`src/rtl/br_pkg.sv`:
```
// Shared definitions for the branch resolution/prediction unit: branch type
// codes and elaboration-time helpers for sizing and resetting the BHT.
package br_pkg;

    localparam logic [2:0] BR_NO   = 3'd0;
    localparam logic [2:0] BR_BEQ  = 3'd1;
    localparam logic [2:0] BR_BLT  = 3'd2;
    localparam logic [2:0] BR_BNE  = 3'd3;
    localparam logic [2:0] BR_BGE  = 3'd4;
    localparam logic [2:0] BR_BLTU = 3'd5;
    localparam logic [2:0] BR_BGEU = 3'd6;
    localparam logic [2:0] BR_JMP  = 3'd7;

    function automatic int clog2(input int value);
        int r;
        r = 0;
        for (int i = 0; i < 31; i++) begin
            if ((1 << i) < value) r = i + 1;
        end
        return r;
    endfunction

    // Weakly-not-taken: the largest value whose MSB is still clear.
    function automatic int bht_reset_val(input int cnt_w);
        return (1 << (cnt_w - 1)) - 1;
    endfunction

endpackage

```
`src/rtl/br_cmp.sv`:
```
// Purely combinational branch comparator: maps operands and branch type to
// the raw taken decision (not yet qualified by the EX valid bit).
module br_cmp
    import br_pkg::*;
#(
    parameter int XLEN = 32
) (
    input  logic [XLEN-1:0] op1,
    input  logic [XLEN-1:0] op2,
    input  logic [2:0]      br_type,
    output logic            taken
);

    always_comb begin
        taken = 1'b0;
        case (br_type)
            BR_BEQ:  taken = (op1 == op2);
            BR_BNE:  taken = (op1 != op2);
            BR_BLT:  taken = ($signed(op1) <  $signed(op2));
            BR_BGE:  taken = ($signed(op1) >= $signed(op2));
            BR_BLTU: taken = (op1 <  op2);
            BR_BGEU: taken = (op1 >= op2);
            BR_JMP:  taken = 1'b1;
            default: taken = 1'b0;
        endcase
    end

endmodule

```
`src/rtl/br_predict_unit.sv`:
```
// Branch resolution plus PC-indexed saturating-counter predictor (BHT),
// mispredict detection and saturating branch/mispredict statistics.
module br_predict_unit
    import br_pkg::*;
#(
    parameter int XLEN      = 32,
    parameter int BHT_DEPTH = 64,
    parameter int CNT_W     = 2,
    parameter int STAT_W    = 32
) (
    input  logic              clk,
    input  logic              rstn,
    input  logic [XLEN-1:0]   if_pc,
    output logic              pred_taken,
    input  logic              ex_valid,
    input  logic              ex_stall,
    input  logic [XLEN-1:0]   ex_pc,
    input  logic              ex_pred,
    input  logic [XLEN-1:0]   op1,
    input  logic [XLEN-1:0]   op2,
    input  logic [2:0]        br_type,
    output logic              br_taken,
    output logic              mispredict,
    input  logic              stat_clr,
    output logic [STAT_W-1:0] br_count,
    output logic [STAT_W-1:0] mis_count
);

    localparam int              IDX_W   = clog2(BHT_DEPTH);
    localparam logic [CNT_W-1:0] CNT_RST = CNT_W'(bht_reset_val(CNT_W));
    localparam logic [CNT_W-1:0] CNT_MAX = '1;

    logic [CNT_W-1:0]  r_bht [BHT_DEPTH];
    logic [STAT_W-1:0] r_br_count;
    logic [STAT_W-1:0] r_mis_count;

    logic [IDX_W-1:0]  w_if_idx;
    logic [IDX_W-1:0]  w_ex_idx;
    logic              w_cmp_taken;
    logic              w_is_br;
    logic              w_train;
    logic              w_stat_ev;
    logic [CNT_W-1:0]  w_cnt_cur;
    logic [CNT_W-1:0]  w_cnt_next;
    logic              w_unused_pc;

    br_cmp #(.XLEN(XLEN)) u_cmp (
        .op1     (op1),
        .op2     (op2),
        .br_type (br_type),
        .taken   (w_cmp_taken)
    );

    // Untagged, word-aligned indexing: aliasing between PCs is accepted.
    assign w_if_idx    = if_pc[IDX_W+1:2];
    assign w_ex_idx    = ex_pc[IDX_W+1:2];
    assign w_unused_pc = ^{if_pc[1:0], if_pc[XLEN-1:IDX_W+2], ex_pc[1:0], ex_pc[XLEN-1:IDX_W+2]};

    assign w_is_br    = (br_type != BR_NO);
    assign br_taken   = ex_valid & w_cmp_taken;
    assign mispredict = ex_valid & w_is_br & (br_taken != ex_pred);
    assign w_stat_ev  = ex_valid & ~ex_stall & w_is_br;
    assign w_train    = w_stat_ev & (br_type != BR_JMP);

    // No write-to-read bypass: a same-cycle update shows up one cycle later.
    assign pred_taken = r_bht[w_if_idx][CNT_W-1];
    assign w_cnt_cur  = r_bht[w_ex_idx];

    always_comb begin
        w_cnt_next = w_cnt_cur;
        if (br_taken) begin
            if (w_cnt_cur != CNT_MAX) w_cnt_next = w_cnt_cur + CNT_W'(1);
        end else begin
            if (w_cnt_cur != '0) w_cnt_next = w_cnt_cur - CNT_W'(1);
        end
    end

    always_ff @(posedge clk or negedge rstn) begin
        if (!rstn) begin
            for (int i = 0; i < BHT_DEPTH; i++) r_bht[i] <= CNT_RST;
        end else if (w_train) begin
            r_bht[w_ex_idx] <= w_cnt_next;
        end
    end

    always_ff @(posedge clk or negedge rstn) begin
        if (!rstn) begin
            r_br_count  <= '0;
            r_mis_count <= '0;
        end else if (stat_clr) begin
            r_br_count  <= '0;
            r_mis_count <= '0;
        end else if (w_stat_ev) begin
            if (r_br_count != '1) r_br_count <= r_br_count + STAT_W'(1);
            if (mispredict && (r_mis_count != '1)) r_mis_count <= r_mis_count + STAT_W'(1);
        end
    end

    assign br_count  = r_br_count;
    assign mis_count = r_mis_count;

endmodule

```
`config.mk`:
```
export PLATFORM = sky130hd
export DESIGN_NAME = br_predict_unit
export DESIGN_NICKNAME = d
export VERILOG_FILES = /design/src/rtl/br_pkg.sv /design/src/rtl/br_cmp.sv /design/src/rtl/br_predict_unit.sv
export SDC_FILE = /design/constraint.sdc
export NUM_CORES = 1
export LEC_CHECK = 0
export CAP_MARGIN = 0
export CORE_ASPECT_RATIO = 1.2
export CORE_MARGIN = 2
export CORE_UTILIZATION = 57
export DETAILED_ROUTE_END_ITERATION = 12
export GPL_TIMING_DRIVEN = 0
export PLACE_DENSITY_LB_ADDON = 0.08
export SLEW_MARGIN = 15
export SYNTH_ARGS = -nofsm -noshare
export SYNTH_HDL_FRONTEND = slang
export SYNTH_HIERARCHICAL = 1
export SYNTH_SLANG_ARGS = --single-unit
```
`constraint.sdc`:
```
create_clock -name clk -period 8.8 [get_ports clk]
set_input_delay 1.32 -clock clk [delete_from_list [all_inputs] [get_ports clk]]
set_output_delay 1.32 -clock clk [all_outputs]
set_load 0.1 [all_outputs]
```
==> flow_summary_export.csv <==
group,metric,value,unit
run_status,status,"finished clean",
job,maxCapViolCount,0,
setup_path,reg2reg_depth,8,
timing,worstMarginPinSlew,1.17,ns
setup_path,endpoint_kind,"output port",
final_layout,n_antenna_cell,0,
synthesis,synth_edf_count,0,
timing,relSlewSlack,21.4,%
clocking,postCtsSetupBuffers,0,
timing,fin_crit_sh,75.5,%
clocking,cts_num_sinks,192,
die,die_area,20800,um2
clocking,cts_resized,0,
worst_hold_path,min_to,"r_bht[11]$_DFFE_PN0P_",
route,first_iter_violations,733,
synthesis,seq_area_frac_synth,43.5,%
setup_path,timing.rr.start,"br_count[20]$_DFFE_PN0P_",
worst_hold_path,hold_start,"r_bht[11]$_DFFE_PN0P_",
power,p_per_area,155,nW/um2
power,total_power,2.10,mW
synthesis,yosys_warnings,6,
worst_hold_path,hp-class,"reg2reg",
route,drt_pass1_iterations,5,
setup_path,critPathMaxFanout,4,
synthesis,async_flop_share,100,%
worst_hold_path,min_path_cells,2,
die,core,19400,um2
die,die_height,158,um
global_route,grt_pass1_wl,51600,um
synthesis,syn_inst,1123,
synthesis,ys_types,69,
place,numPortBuffers,145,
global_route,grt_overflow_total,0,
setup_path,worst_ep_arrival_time,5.32,ns
synthesis,yosys.area_share.simple,17.0,%
synthesis,synth_nets,1294,
die,top_level_ports,204,
timing,rsz0062_at_grt,"false",
route,drc_errors,0,
clocking,clk_pin_slew,0.07,ns
synthesis,synth_ff_type,"dfrtp_1",
clocking,clockRootBuffer,"clkbuf_16",
clocking,hold_buffers,0,
global_route,grt_pass1_vias,9427,
setup_path,path_cells,"clkdlybuf4s50_1 > inv_1 > ha_1 > a21oi_2 > o21ai_1 > a22oi_1 > or4b_4 > a2111o_1 > a211o_1 > o211ai_1 > xnor2_1 > nor2_1 > clkdlybuf4s50_1",
route,route.vias.total,9567,
setup_path,timing.rr.end,"br_count[25]$_DFFE_PN0P_",
final_layout,nNetsFinal,1459,
setup_path,crit_path_top_delay_cell,"clkdlybuf4s50_1",
setup_path,worst_path_most_repeated_cell,"clkdlybuf4s50_1",
route,via_per_inst,6.12,
timing,setup_viol,0,
setup_path,critPathKind,"in2out",
die,num_rows,56,
synthesis,synth.mux.area_fraction,15.6,%
synthesis,synth_fa_ha_area_share,3.98,%
timing,finClkSkew,0.0139,ns
synthesis,synth_seq_cells,192,
route,finalWirelength,32800,um
final_layout,final_common_cell,"nor2_1",
timing,clock.fmax,0.151,GHz
setup_path,max_stage_delay,1.16,ns
final_layout,drive_gt1_share,18.8,%
timing,slew_viol_final,0,
clocking,clockBufferDepth,2,
die,start_util,57.8,%
global_route,antenna_found_initial,0,
route,ant_nets,0,
timing,timing.hold.ws,0.544,ns
place,dpl.hpwl,23700,um
clocking,cts_inserted_buffers,17,
global_route,grt_max_degree,103,
global_route,grt_use_total,32.2,%
setup_path,required,7.48,ns
synthesis,mappedNetlistArea,11200,um2
synthesis,synthXorXnorAreaFrac,3.44,%
timing,fin_crit,6.64,ns
final_layout,syn_to_final_growth,21.2,%
setup_path,timing.reg2reg.setup_slack,5.79,ns
power,p_leak,5.66,nW
timing,setup_tns,0,ns
route,wl_per_cell,21.0,um
clocking,htree_num_levels,4,
synthesis,syn_avg_cell_area,9.99,um2
clocking,clk_latency,0.44,ns
power,vdd_ir_drop_max,0.000136,V
synthesis,synth_top_family_by_area,"simple AND/OR/NAND/NOR gates",
synthesis,synth-compound-area-share,11.8,%
die,die_w,132,um
timing,finalHoldViolCount,0,
place,gp_congestion,1.01,
setup_path,startpoint_type,"input pin",
clocking,cts_tree,"yes",
final_layout,mostFrequentLayoutCells,"nor2_1 (175), clkdlybuf4s50_1 (144), dfrtp_1 (128)",
flip-flops by register name (all words and copies together) (netlist names):
signal     cells
br_count      32
mis_count     32
r_bht        128
cell type report:
| class | count | area (um2) |
|---|---|---|
| repair buffers | 146 | 1480 |
| well taps | 261 | 327 |
| plain buffers | 53 | 295 |
| flip-flops and latches | 192 | 4880 |
| multi-input cells | 818 | 5810 |
| clock buffers | 22 | 475 |
| fillers | 1534 | 5810 |
| inverters | 60 | 225 |
| clock inverters | 10 | 90.1 |
critical path: cells and delay by family:
kind | cells | cell delay, ns
AND/OR/NAND/NOR | 2 | 0.69
XOR/XNOR | 1 | 0.16
adder cells (fa/ha/maj) | 1 | 0.29
buffers and inverters | 3 | 1.67
AO/OA/AOI/OAI | 6 | 1.17
cell usage after synthesis (all sizes together) (25+ instances only):
master | n | share of area [%]
dfstp | 64 | 15
inv | 60 | 2.0
dfrtp | 128 | 29
nand2 | 55 | 1.8
nand4 | 28 | 1.7
mux2i | 31 | 2.8
mux4 | 27 | 5.4
nor2 | 175 | 5.9
buf | 34 | 2.0
ha | 34 | 3.8
o21ai | 25 | 1.1
mux2 | 74 | 7.5
a21oi | 94 | 4.3
nand3 | 39 | 1.7
stage by stage:
step	cell area, um2	utilization [%]	std cells	worst slack [ns]
floorplan	11200	-	1123	2.91
global placement	13000	67.0	1529	-1.51
detailed placement	13000	67.1	1530	2.15
CTS	13600	70.0	1562	2.15
global route	13600	70.0	1562	1.99
finish	13600	70.0	1562	2.16
logic make-up (layout without fill, tap and decap cells):
| group | count (synthesis) | count (layout) |
|---|---|---|
| xor+xnor | 44 | 44 |
| mux | 132 | 132 |
| simple gates | 396 | 396 |
| flops | 192 | 192 |
| compound gates | 210 | 210 |
| buf+inv | 113 | 291 |
| fa+ha+maj | 36 | 36 |
worst max path at each step:
stage,start,end,cells after the start
after floorplan,op2[23],mispredict,11
after global placement,rstn,mis_count[10]$_DFFE_PN0P_,1
after detailed placement,if_pc[2],pred_taken,6
after CTS,op2[21],mispredict,13
after global routing,if_pc[2],pred_taken,6
final,op2[21],mispredict,13
per-layer routing:
metal,GRT usage [%],wire [um],vias to the layer above
met5,0,0,-
met4,18.8,1920,0
met3,5.86,2320,105
met2,53.7,15800,398
met1,39.5,12800,4678
li1,-,-,4386
power by group:
part           internal, mW  leakage [nW]  switching (mW)
Sequential            0.943          2.39          0.0424
Clock                 0.397         0.277           0.365
Combinational         0.154          3.00           0.202
Total                  1.49          5.66           0.609
Note: power is estimated with default switching activity, not from simulation.
